===== config.mk =====
export PLATFORM = sky130hd
export DESIGN_NAME = chord_dispatcher
export DESIGN_NICKNAME = d
export VERILOG_FILES = /design/src/rtl/chord_dispatcher.sv
export SDC_FILE = /design/constraint.sdc
export NUM_CORES = 1
export LEC_CHECK = 0
export ABC_AREA = 1
export CAP_MARGIN = 10
export CORE_MARGIN = 2
export CORE_UTILIZATION = 35
export CTS_BUF_LIST = sky130_fd_sc_hd__clkbuf_16
export DETAILED_ROUTE_END_ITERATION = 6
export GPL_TIMING_DRIVEN = 0
export PLACE_DENSITY_LB_ADDON = 0.3
export SETUP_SLACK_MARGIN = 0.2
export SLEW_MARGIN = 0
export SYNTH_ARGS = -nofsm -noshare
export SYNTH_HDL_FRONTEND = slang
export SYNTH_SLANG_ARGS = --single-unit

===== constraint.sdc =====
create_clock -name clk -period 1.6 [get_ports clk]
set_clock_uncertainty 0.2 [all_clocks]
set_input_delay 0.24 -clock clk [delete_from_list [all_inputs] [get_ports clk]]
set_output_delay 0.24 -clock clk [all_outputs]
set_load 0.01 [all_outputs]

===== src/rtl/chord_dispatcher.sv =====
// chord_dispatcher: walks a song ROM entry by entry and issues notes to the
// note player as one-cycle load pulses, with beat-timed advance entries,
// pause-in-place, song-change restart and voice-busy backpressure.
module chord_dispatcher #(
    parameter int SONG_BITS = 2,
    parameter int PTR_BITS  = 7
) (
    input  logic                          clk,
    input  logic                          reset,
    input  logic                          play,
    input  logic [SONG_BITS-1:0]          song,
    input  logic                          beat,
    input  logic [2:0]                    voice_busy,
    output logic [SONG_BITS+PTR_BITS-1:0] rom_addr,
    input  logic [15:0]                   rom_data,
    output logic [5:0]                    note_to_load,
    output logic [5:0]                    duration,
    output logic                          load_new_note,
    output logic                          playing,
    output logic                          song_done
);

    typedef enum logic [2:0] {
        S_IDLE,
        S_FETCH,
        S_DATA,
        S_DISPATCH,
        S_ADVANCE,
        S_DONE
    } state_t;

    state_t                state_q, state_d;
    logic [PTR_BITS-1:0]   ptr_q, ptr_d;
    logic [5:0]            cnt_q, cnt_d;
    logic [SONG_BITS-1:0]  song_q, song_d;
    logic [5:0]            pend_note_q, pend_note_d;
    logic [5:0]            pend_dur_q, pend_dur_d;
    logic [5:0]            note_q, note_d;
    logic [5:0]            dur_q, dur_d;

    logic                  fire;
    logic                  step;
    logic                  w_adv;
    logic [5:0]            w_note;
    logic [5:0]            w_dur;
    logic [2:0]            unused_rom_bits;

    // Split the ROM word into its fields; the low three bits carry nothing.
    always_comb begin
        w_adv           = rom_data[15];
        w_note          = rom_data[14:9];
        w_dur           = rom_data[8:3];
        unused_rom_bits = rom_data[2:0];
    end

    // Next-state logic; a song change overrides every other transition.
    always_comb begin
        state_d     = state_q;
        ptr_d       = ptr_q;
        cnt_d       = cnt_q;
        song_d      = song;
        pend_note_d = pend_note_q;
        pend_dur_d  = pend_dur_q;
        note_d      = note_q;
        dur_d       = dur_q;
        fire        = 1'b0;
        step        = 1'b0;

        if (state_q != S_IDLE && song != song_q) begin
            state_d = S_IDLE;
            ptr_d   = '0;
        end else begin
            case (state_q)
                S_IDLE: begin
                    ptr_d = '0;
                    if (play) state_d = S_FETCH;
                end
                S_FETCH: state_d = S_DATA;
                S_DATA: begin
                    if (rom_data == 16'h0000) begin
                        state_d = S_DONE;
                    end else if (w_adv) begin
                        if (w_dur == 6'd0) begin
                            step = 1'b1;
                        end else begin
                            cnt_d   = w_dur;
                            state_d = S_ADVANCE;
                        end
                    end else if (w_note == 6'd0 || w_dur == 6'd0) begin
                        step = 1'b1;
                    end else begin
                        pend_note_d = w_note;
                        pend_dur_d  = w_dur;
                        state_d     = S_DISPATCH;
                    end
                end
                S_DISPATCH: begin
                    if (play && voice_busy != 3'b111) begin
                        fire   = 1'b1;
                        note_d = pend_note_q;
                        dur_d  = pend_dur_q;
                        step   = 1'b1;
                    end
                end
                S_ADVANCE: begin
                    if (beat && play) begin
                        cnt_d = cnt_q - 6'd1;
                        if (cnt_q == 6'd1) step = 1'b1;
                    end
                end
                S_DONE: begin
                    if (!play) state_d = S_IDLE;
                end
                default: state_d = S_IDLE;
            endcase

            // Pointer advance is shared by every entry-consuming path;
            // the last entry ends the song instead of wrapping.
            if (step) begin
                if (&ptr_q) begin
                    state_d = S_DONE;
                end else begin
                    ptr_d   = ptr_q + 1'b1;
                    state_d = S_FETCH;
                end
            end
        end
    end

    // State and datapath registers.
    always_ff @(posedge clk or negedge reset) begin
        if (!reset) begin
            state_q     <= S_IDLE;
            ptr_q       <= '0;
            cnt_q       <= '0;
            song_q      <= '0;
            pend_note_q <= '0;
            pend_dur_q  <= '0;
            note_q      <= '0;
            dur_q       <= '0;
        end else begin
            state_q     <= state_d;
            ptr_q       <= ptr_d;
            cnt_q       <= cnt_d;
            song_q      <= song_d;
            pend_note_q <= pend_note_d;
            pend_dur_q  <= pend_dur_d;
            note_q      <= note_d;
            dur_q       <= dur_d;
        end
    end

    // Outputs; note/duration show the pending entry only during its pulse.
    always_comb begin
        rom_addr      = {song_q, ptr_q};
        load_new_note = fire;
        note_to_load  = fire ? pend_note_q : note_q;
        duration      = fire ? pend_dur_q : dur_q;
        playing       = (state_q != S_IDLE) && (state_q != S_DONE);
        song_done     = (state_q == S_DONE);
    end

endmodule


### Word level (Yosys, flattened, before mapping)

Index checks and enable logic that the tools add are counted.

| cells by class | value |
|---|---|
| $add $sub $neg | 2 |
| muxes and demuxes | 32 |
| reductions and logical operators | 17 |
| equality and inequality tests | 18 |
| bitwise operators | 4 |

Operators with widths:

| operator | count |
|---|---|
| $mux W6 | 6 |
| $mux W7 | 4 |
| $mux W3 | 9 |
| $logic_not A16 Y1 | 1 |
| $pmux W3 S5 | 1 |
| $logic_not A6 Y1 | 2 |
| $ne A6 B6 Y1 const B | 2 |
| $pmux W6 S2 | 1 |
| $mux W1 | 10 |
| $reduce_and A5 Y1 | 2 |
| $ne A2 B2 Y1 const B | 4 |
| $add A7 B1 Y7 const B | 1 |
| $reduce_and A7 Y1 | 1 |
| $eq A3 B2 Y1 const B | 2 |
| $eq A3 B3 Y1 const B | 2 |
| $eq A6 B1 Y1 const B | 1 |
| $ne A3 B3 Y1 const B | 2 |
| $reduce_and A6 Y1 | 1 |
| $sub A6 B1 Y6 const B | 1 |
| $logic_and A1 B1 Y1 | 4 |
| $ne A4 B2 Y1 const B | 1 |
| $ne A4 B4 Y1 const B | 1 |
| $not A1 Y1 | 4 |
| $eq A3 B1 Y1 const B | 1 |
| 9 further kinds | 9 |

| storage, ports and cells | value |
|---|---|
| bits in registers | 42 |
| word-level logic and storage cells | 81 |
| input port bits | 25 |

### Longest topological paths before layout

Gate-level depths: netlist of run 1.

| depth | value |
|---|---|
| depth in word-level cells | 9 |
| mapped depth | 10 |
| depth with buffers taken out | 10 |

### Least setup slack after synthesis of run 1

Ideal clock, no wire load.

| timing | value |
|---|---|
| path kind | register -> output |
| start | register state_q[0] |
| end | output duration[0] |
| buffers on the path | 2 |
| arrival | 1.398 ns |
| slack | -0.238 ns |
| data required time | 1.160 ns |
| stages on the path, launching flop included | 10 |
| cell sequence | dfrtp_1 -> nor2_2 -> nand2_2 -> nand2_2 -> buf_6 -> nand2_2 -> inv_1 -> buf_4 -> nand2_1 -> nand2_1 |

| on the way | value |
|---|---|
| cells in the longest elaborated chain, start to end | 4 |
| elaborated cells between the ends (all ways) | 6 |

Ends and longest elaborated chain:

| what | line | RTL |
|---|---|---|
| from (decl) | 32 | `state_t state_q, state_d;` |
| from (signal assigned) | 142 | `state_q <= state_d;` |
| $eq A3 B2 Y1 or $reduce_bool A3 Y1 (tied branches) | 73, 69 |  |
| $mux W1 or $logic_and A1 B1 Y1 (tied branches) | 73, 69 |  |
| $mux W1 (*) | 69 | `if (state_q != S_IDLE && song != song_q) begin` |
| via load_new_note | 18 | `output logic load_new_note,` |
| $mux W6 (*) | 158 | `duration = fire ? pend_dur_q : dur_q;` |
| to (decl) | 17 | `output logic [5:0] duration,` |

Mark *: on every way through the listed nets, which the timed path passes. The rest lies on a longest branch.

### Worst setup path after layout of run 1

| timing | value |
|---|---|
| start | register state_q[0] |
| end | output note_to_load[3] |

| on the way | value |
|---|---|
| cells in the longest elaborated chain, start to end | 4 |
| elaborated cells between the ends (all ways) | 6 |

Ends and longest elaborated chain:

| what | line | RTL |
|---|---|---|
| $eq A3 B2 Y1 or $reduce_bool A3 Y1 (tied branches) | 73, 69 |  |
| $mux W1 or $logic_and A1 B1 Y1 (tied branches) | 73, 69 |  |
| $mux W1 (*) | 69 |  |
| $mux W6 (*) | 157 | `note_to_load = fire ? pend_note_q : note_q;` |
| to (decl) | 16 | `output logic [5:0] note_to_load,` |

Every way passes the cells marked *; elsewhere a longest branch is shown, timed or not.

==> results of run 1 <==
==> synth_stat cells (4+ instances only) <==
master / count / area share (%)
dfrtp_1: 42 / 44
nand4_1: 4 / 1.1
buf_6: 4 / 1.9
inv_1: 29 / 4.6
nor2_1: 29 / 4.6
nand3_1: 15 / 3.2
o21ai_1: 4 / 0.85
nand2_1: 103 / 16
o21ai_2: 15 / 5.6
o21ai_0: 15 / 3.2
inv_2: 4 / 0.64
==> critical path: stages, from the launching register on <==
cell and delay, ns:
dfrtp_2 0.42, nor2_4 0.15, nand2_4 0.07, nand2_4 0.07
buf_6 0.12, nand2_8 0.06, inv_8 0.07, buf_12 0.10
buf_12 0.12, nand2_4 0.05, nand2_2 0.06, buf_6 0.10
==> per-stage QoR <==
stage	cells	setup slack (ns)	hold slack (ns)	power, W	TNS [ns]
floorplan	299	-0.121	-0.256	0.00319	-2.04
global placement	424	-1.30	0.262	0.00388	-74.48
detailed placement	425	-1.02	0.0129	0.00393	-27.88
CTS	468	-0.532	0.0213	0.00555	-11.29
global route	481	-0.589	0.0362	0.00622	-15.97
finish	481	-0.529	0.0212	0.00585	-12.92
==> sequential cells by signal, summed over array words and instances, names as in the netlist <==
| signal | cells |
|---|---|
| ptr_q | 7 |
| cnt_q | 6 |
| dur_q | 6 |
| note_q | 6 |
| pend_dur_q | 6 |
| pend_note_q | 6 |
| state_q | 3 |
| song_q | 2 |
==> where the power goes <==
| group | internal (W) | switching, W |
|---|---|---|
| Clock | 0.000569 | 0.000408 |
| Combinational | 0.00148 | 0.00164 |
| Sequential | 0.00145 | 0.000302 |
==> cell families after synthesis <==
kind of cell | Yosys count
adder cells (fa/ha/maj) | 3
AND/OR/NAND/NOR | 166
AO/OA/AOI/OAI | 43
XOR/XNOR | 5
buffers and inverters | 40
flip-flops | 42
==> area by class of cell <==
type / instances / area [um^2] / area share, %
Clock buffer: 5 / 125 / 3.14
Sequential cell: 42 / 1060 / 26.5
Timing Repair inverter: 1 / 8.76 / 0.220
Timing Repair Buffer: 95 / 971 / 24.4
Inverter: 34 / 154 / 3.86
Buffer: 6 / 88.8 / 2.23
Tap cell: 77 / 96.3 / 2.42
Clock inverter: 3 / 16.3 / 0.408
Multi-Input combinational cell: 218 / 1470 / 36.8
==> metal layers <==
metal  up-vias  GRT usage (%)
met5         -              0
met4         0           4.76
li1       1165              -
met1      1159           23.7
met3        17           3.75
met2        69           32.3
==> worst max path at each step <==
stage / slack, ns / cells past startpoint / endpoint
6_report: -0.53 / 11 / note_to_load[3]
5_1_grt: -0.59 / 10 / note_to_load[3]
4_1_cts: -0.53 / 11 / duration[2]
3_5_place_dp: -1.02 / 10 / duration[1]
3_3_place_gp: -1.30 / 1 / state_q[0]
2_1_floorplan: -0.12 / 9 / duration[2]
==> timing repair <==
| action | CTS | global route |
|---|---|---|
| hold buffers | 1 | 0 |
| setup endpoints to repair | 64 | 60 |
| gates resized for setup | 139 | 49 |
| endpoints found under the hold margin | 17 | 0 |
| buffers inserted | 30 | 13 |
| pin swaps | 16 | 15 |
| cloned | 4 | 0 |
==> flow_summary.json, run 1 <==
{
  "holdPathEnd": "song_q[0]",
  "syn_avg_cell_area_um2": 7.90,
  "cts_buffers": 5,
  "max_freq_mhz": 470,
  "r2r-end": "cnt_q[1]",
  "htreeDepth": 2,
  "yosys_warnings": 0,
  "met3_length_um": 302,
  "cts_tree": "built",
  "crit_start": "state_q[0]",
  "placed_area_um2": 3090,
  "die_w_um": 86.2,
  "max-cap-violations": 0,
  "synth-xor-area-share_pct": 1.85,
  "status": "finished, violations left",
  "post-route-min-period_ns": 2.13,
  "synth_top_family_by_area": "simple AND/OR/NAND/NOR gates",
  "crit_type": "reg -> out",
  "synth_nets": 327,
  "setup_viol_count_final": 48,
  "start_kind": "register",
  "layout_common_cells": "nand2_1 (58), dfrtp_1 (38), nand2_2 (35)",
  "rrSetupSlack_ns": -0.27,
  "endpoint_kind": "output port",
  "final_cell_area_um2": 3980,
  "synth-edff-count": 0,
  "drtIter0Drc": 94,
  "grt.overflow.total": 0,
  "post_drt_wl_per_cell_um": 14.2,
  "antenna_found_initial": 0,
  "peakVddDrop_uv": 624,
  "utilization_pct": 62.0,
  "mostFrequentLayoutCell": "nand2_1",
  "netlist_instances": 299,
  "violations": "negative setup slack",
  "cellPowerDensity_nw_per_um2": 1470,
  "place_congestion": 0.843,
  "highest_layer": "met4",
  "track_usage_pct": 18.6,
  "worst_slew_pin_slew_ns": 0.457,
  "post-route-period-util_pct": 133,
  "clkTransAtPathRegs_ns": 0.06,
  "nets": 431,
  "drc": 0,
  "arrival_ns": 1.69,
  "hold_path_depth": 1,
  "async_flop_share_pct": 100,
  "met1Wirelength_um": 2920,
  "ys_types": 33,
  "hpwl_um": 4050,
  "synth_seq_area_share_pct": 44.5,
  "muxShareOfSynthArea_pct": 0,
  "grt_max_degree": 26,
  "totalWireLength_um": 6850,
  "ioPinCount": 49,
  "num_antenna_cells": 0,
  "setup_ws_ns": -0.529,
  "min_from": "song[0]",
  "synth_compound_area_share_pct": 12.7,
  "vias": 2410,
  "cp.required_ns": 1.16,
  "die_y_um": 86.2,
  "clkLatencyLatePin_ns": 0.28,
  "critPathMaxFanout": 5,
  "max-slew-margin-rel_pct": 69.5,
  "min_path_type": "in -> reg",
  "clock-sinks": 42,
  "area_growth_pct": 68.6,
  "grt_pass1_wl_um": 10800,
  "synthSimpleGateAreaFrac_pct": 31.3,
  "drtPass1Iterations": 4,
  "slew_violations": 0,
  "regToRegStartpoint": "state_q[0]",
  "dieArea_um2": 7420,
  "synth_seq_cells": 42,
  "hold_violations": 0,
  "cts_root_buffer": "clkbuf_16",
  "synth_fa_ha_area_share_pct": 1.59,
  "rows": 29,
  "layout-drive-gt1-share_pct": 46.8,
  "synth.cell_area_um2": 2360,
  "synthFlopType": "dfrtp_1",
  "vias_per_cell": 5.01,
  "antenna_left": 0,
  "portBuffers": 48,
  "clockBufferDepth": 2,
  "grt_pass1_vias": 2320,
  "rsz0062_at_grt": "true",
  "initial_core_util_pct": 36.8,
  "p_leak_nw": 1.99,
  "route.met2.wl_um": 3500,
  "reg2reg_depth": 12,
  "core_area_um2": 6420,
  "fillerInstances": 535
}
No activity file was read; power rests on OpenSTA's default activity.
==> run 2: changes to the inputs <==
--- a/config.mk
+++ b/config.mk
@@ -7,6 +7,7 @@
 export LEC_CHECK = 0
 export ABC_AREA = 1
 export CAP_MARGIN = 10
+export CORE_ASPECT_RATIO = 0.75
 export CORE_MARGIN = 2
 export CORE_UTILIZATION = 35
 export CTS_BUF_LIST = sky130_fd_sc_hd__clkbuf_16
@@ -18,3 +19,4 @@
 export SYNTH_ARGS = -nofsm -noshare
 export SYNTH_HDL_FRONTEND = slang
 export SYNTH_SLANG_ARGS = --single-unit
+export TNS_END_PERCENT = 50
==> flow_summary.json, run 2 (synthesis results as in run 1) <==
{
  "status": "finished, violations left",
  "violations": "negative setup slack",
  "cellPowerDensity_nw_per_um2": 1510,
  "dieArea_um2": 7430,
  "post-route-period-util_pct": 135,
  "mostFrequentLayoutCell": "nand2_1",
  "rrSetupSlack_ns": -0.31,
  "largest_reg_flops": 7,
  "endpoint_kind": "output port",
  "regToRegStartpoint": "state_q[0]",
  "clkLatencyLatePin_ns": 0.29,
  "die_y_um": 75.1,
  "min_from": "song[0]",
  "peakVddDrop_uv": 662,
  "p_leak_nw": 1.99,
  "crit_type": "reg -> out",
  "power_w": 0.00594,
  "drtIter0Drc": 76,
  "rsz0062_at_grt": "true",
  "grt.overflow.total": 0,
  "nets": 423,
  "start_kind": "register",
  "drc": 0,
  "portBuffers": 48,
  "totalWireLength_um": 6530,
  "htreeDepth": 2,
  "hold_violations": 0,
  "ioPinCount": 49,
  "post_drt_wl_per_cell_um": 13.7,
  "fin_setup_tns_ns": -14.39,
  "track_usage_pct": 17.7,
  "reg2reg_depth": 12,
  "antenna_found_initial": 0,
  "antenna_left": 0,
  "cts_root_buffer": "clkbuf_16",
  "core_area_um2": 6410,
  "max-slew-margin-rel_pct": 62.1,
  "setup_ws_ns": -0.566,
  "drtPass1Iterations": 4,
  "grt_pass1_wl_um": 10200,
  "clockBufferDepth": 2,
  "slew_violations": 0,
  "die_w_um": 98.9,
  "vias": 2287,
  "clock-sinks": 42,
  "post-route-min-period_ns": 2.17,
  "setup_viol_count_final": 46,
  "arrival_ns": 1.73,
  "stdcell_count": 477,
  "clkTransAtPathRegs_ns": 0.06,
  "holdPathEnd": "song_q[0]",
  "min_path_type": "in -> reg",
  "regMostFlops": "ptr_q",
  "worst_slew_pin_slew_ns": 0.569,
  "hpwl_um": 4090,
  "grt_pass1_vias": 2152,
  "critPathMaxFanout": 5,
  "initial_core_util_pct": 36.8,
  "place_congestion": 0.804,
  "cts_tree": "built",
  "vias_per_cell": 4.79,
  "cts_buffers": 5,
  "hold_path_depth": 1,
  "cp.required_ns": 1.16,
  "max_freq_mhz": 462,
  "num_antenna_cells": 0,
  "grt_max_degree": 23,
  "max-cap-violations": 0,
  "r2r-end": "cnt_q[4]",
  "placedCellCount": 429,
  "layout-drive-gt1-share_pct": 47.2,
  "area_growth_pct": 67.0,
  "layout_common_cells": "nand2_1 (57), dfrtp_1 (37), nand2_2 (27), buf_6 (27), inv_1 (25)",
  "rows": 25
}
[run 2: cell types whose count changed in the layout (fill, tap and decap cells not counted), sizes merged]
cell	before	now
buf	72	62
clkbuf	7	11
dlygate4sd2	2	4
clkdlybuf4s50	20	19
clkdlybuf4s15	3	0
[run 2: how the worst max path moves through the flow]
stage                     from  cells after the start              end  slack (ns)
finish              state_q[2]                     10      duration[0]       -0.57
global route        state_q[2]                     10      duration[2]       -0.63
CTS                  song_q[1]                     11  note_to_load[2]       -0.53
detailed placement     song[0]                     10  note_to_load[2]       -1.04
global placement         reset                      1       state_q[0]       -1.26
floorplan           state_q[0]                      9      duration[2]       -0.12
[run 2: final cells by class]
class | count | area, um^2
plain buffers | 6 | 92.6
clock buffers | 5 | 125
clock inverters | 3 | 21.3
fillers | 508 | 2470
inverters | 34 | 154
multi-input cells | 218 | 1500
flip-flops and latches | 42 | 1060
well taps | 81 | 101
repair buffers | 87 | 890
repair inverters | 1 | 8.76
[run 2: stage by stage]
step | cell area, um^2 | worst slack, ns | utilization, % | hold slack (ns)
floorplan | 2490 | -0.122 | - | -0.256
global placement | 3070 | -1.26 | 47.9 | 0.258
detailed placement | 3090 | -1.04 | 48.3 | 0.0632
CTS | 3710 | -0.525 | 57.9 | 0.0199
global route | 3950 | -0.631 | 61.5 | 0.0206
finish | 3950 | -0.566 | 61.5 | 0.0236
[run 2: layer usage]
layer,global-route usage (%),wire length (um),vias to the layer above
met2,28.3,3050,43
met3,3.34,275,5
li1,-,-,1158
met1,24.9,3150,1081
met4,5.02,48,0
met5,0,0,-
[run 2: critical path, cell delays in order (launching register included)]
cell	delay [ns]
dfrtp_2	0.42
inv_2	0.12
nand3_2	0.13
nor2_4	0.18
nand2_8	0.09
inv_8	0.07
buf_12	0.10
buf_12	0.13
nand2_4	0.05
nand2_2	0.06
buf_6	0.10
[run 2: where the power goes]
| group | internal (W) | switching, W |
|---|---|---|
| combinational | 0.00154 | 0.00161 |
| sequential | 0.00145 | 0.000335 |
| clock | 0.000578 | 0.000428 |
| total | 0.00357 | 0.00237 |
[run 2: timing repair]
item                                    4_1_cts  5_1_grt
gates cloned                                  4        0
buffers inserted                             26        9
resized for setup                           143       60
hold endpoints to repair                     21        0
hold buffers                                  1        0
endpoints found under the setup margin       64       62
pin swaps                                    19       14
==> run 3: changes to the inputs <==
--- a/config.mk
+++ b/config.mk
@@ -8,10 +8,11 @@
 export ABC_AREA = 1
 export CAP_MARGIN = 10
 export CORE_ASPECT_RATIO = 0.75
-export CORE_MARGIN = 2
+export CORE_MARGIN = 4
 export CORE_UTILIZATION = 35
 export CTS_BUF_LIST = sky130_fd_sc_hd__clkbuf_16
 export DETAILED_ROUTE_END_ITERATION = 6
+export GPL_ROUTABILITY_DRIVEN = 0
 export GPL_TIMING_DRIVEN = 0
 export PLACE_DENSITY_LB_ADDON = 0.3
 export SETUP_SLACK_MARGIN = 0.2
==> flow_summary.json, run 3 (synthesis results as in run 1) <==
{
  "rows": 25,
  "route.met2.wl_um": 3200,
  "drc": 0,
  "met3_length_um": 231,
  "drtPass1Iterations": 4,
  "grt_pass1_wl_um": 10700,
  "min_path_type": "in -> reg",
  "clockBufferDepth": 2,
  "cts_tree": "built",
  "post_drt_wl_per_cell_um": 14.3,
  "layout_common_cells": "nand2_1 (54), dfrtp_1 (38), nand2_2 (37)",
  "vias_per_cell": 4.88,
  "endpoint_kind": "output port",
  "cts_root_buffer": "clkbuf_16",
  "highest_layer": "met4",
  "power_w": 0.00580,
  "stdcell_count": 471,
  "worst_slew_pin_slew_ns": 0.443,
  "r2r-end": "state_q[2]",
  "crit_chain": "nor2_4 -> nand2_4 -> nand2_4 -> buf_8 -> nand2_8 -> inv_8 -> buf_12 -> buf_12 -> nand2_4 -> nand2_2 -> buf_6",
  "grt.overflow.total": 0,
  "rsz0062_at_grt": "true",
  "mostFrequentLayoutCell": "nand2_1",
  "area_growth_pct": 63.0,
  "track_usage_pct": 16.9,
  "crit_path_max_incr_delay_ns": 0.43,
  "peakVddDrop_uv": 707,
  "start_kind": "register",
  "power.share.switching_pct": 40.6,
  "post-route-min-period_ns": 2.17,
  "pwr-share-comb_pct": 52.7,
  "crit_type": "reg -> out",
  "p_int_w": 0.00344,
  "layout-drive-gt1-share_pct": 46.2,
  "hold_path_depth": 1,
  "placedCellCount": 429,
  "dieArea_um2": 8140,
  "antenna_left": 0,
  "p_sw_w": 0.00236,
  "core_area_um2": 6410,
  "grt_pass1_vias": 2218,
  "vias": 2300,
  "antenna_found_initial": 0,
  "placed_area_um2": 3090,
  "cellPowerDensity_nw_per_um2": 1510,
  "reg2reg_depth": 9,
  "status": "finished, violations left",
  "clkTransAtPathRegs_ns": 0.06,
  "max_freq_mhz": 462,
  "die_y_um": 79.1,
  "num_antenna_cells": 0,
  "regMostFlops": "ptr_q",
  "hpwl_um": 4360,
  "clock-sinks": 42,
  "initial_core_util_pct": 36.8,
  "htreeDepth": 2,
  "totalWireLength_um": 6720,
  "clkPwrFrac_pct": 17.2,
  "clkLatencyLatePin_ns": 0.28,
  "max-slew-margin-rel_pct": 70.4,
  "holdPathEnd": "song_q[1]",
  "violations": "negative setup slack",
  "cp_common_cell": "nand2_4",
  "die_w_um": 103,
  "cp.required_ns": 1.16,
  "rrSetupSlack_ns": -0.28,
  "grt_max_degree": 27,
  "power_frac_seq_pct": 30.1,
  "final_cell_area_um2": 3850,
  "hold_violations": 0,
  "regToRegStartpoint": "state_q[0]",
  "portBuffers": 48,
  "met1Wirelength_um": 3200,
  "max-cap-violations": 0,
  "post-route-period-util_pct": 135,
  "ioPinCount": 49,
  "largest_reg_flops": 7,
  "setup_ws_ns": -0.565,
  "setup_viol_count_final": 52,
  "nets": 417,
  "critPathSlowestCell": "dfrtp_2",
  "p_leak_nw": 1.92,
  "critPathMaxFanout": 5,
  "min_from": "song[1]",
  "cts_buffers": 5,
  "slew_violations": 0,
  "drtIter0Drc": 91,
  "arrival_ns": 1.73
}
[run 3: changes by cell type in the layout (fill, tap and decap cells not counted), sizes merged]
cell / change
clkbuf: -2
dlygate4sd2: +1
clkdlybuf4s50: -1
clkdlybuf4s15: +2
buf: -6
[run 3: layout make-up]
cell class	instances	area (um^2)
Timing Repair inverter	1	8.76
Clock inverter	3	16.3
Tap cell	81	101
Clock buffer	5	125
Sequential cell	42	1060
Fill cell	549	2560
Timing Repair Buffer	81	830
Buffer	6	83.8
Inverter	34	151
Multi-Input combinational cell	218	1480
[run 3: critical path, delay by kind of cell (launching register included)]
family / cells / cell delay [ns]
DFF: 1 / 0.43
buffers and inverters: 5 / 0.49
and+or+nand+nor: 6 / 0.49
[run 3: metrics by stage]
stage	setup TNS [ns]	hold WS [ns]	setup slack, ns	utilization (%)
after CTS	-10.89	0.0182	-0.562	56.5
after global routing	-16.82	0.0213	-0.662	60.1
final	-12.81	0.0194	-0.565	60.1
after detailed placement	-29.43	0.0113	-1.06	48.1
after floorplan	-1.99	-0.256	-0.122	-
after global placement	-75.14	0.257	-1.27	47.9
[run 3: how the worst max path moves through the flow]
stage                          start  slack [ns]               to
after floorplan           state_q[0]       -0.12      duration[2]
after global placement         reset       -1.27       state_q[0]
after detailed placement     song[0]       -1.06      duration[4]
after CTS                  song_q[1]       -0.56  note_to_load[3]
after global routing       song_q[0]       -0.66  note_to_load[1]
final                     state_q[1]       -0.57      duration[4]
[run 3: power groups by stage]
stage | logic (W) | registers (W) | clock network, W
floorplan | 0.00149 | 0.00169 | 0
global placement | 0.00214 | 0.00173 | 0
detailed placement | 0.00220 | 0.00174 | 0
CTS | 0.00278 | 0.00173 | 0.00101
global route | 0.00332 | 0.00178 | 0.00107
finish | 0.00305 | 0.00175 | 0.000997
[run 3: what timing repair did]
| item | CTS | global route |
|---|---|---|
| hold endpoints to repair | 16 | 0 |
| buffers inserted | 17 | 12 |
| gates cloned | 3 | 1 |
| setup endpoints to repair | 64 | 61 |
| resized for setup | 139 | 56 |
| pin swaps | 16 | 13 |
| hold buffers | 1 | 0 |
[run 3: metal layers]
metal	vias up	global-route usage (%)
met2	41	27.3
met5	-	0
met4	0	5.30
met3	9	3.60
li1	1133	-
met1	1117	22.7
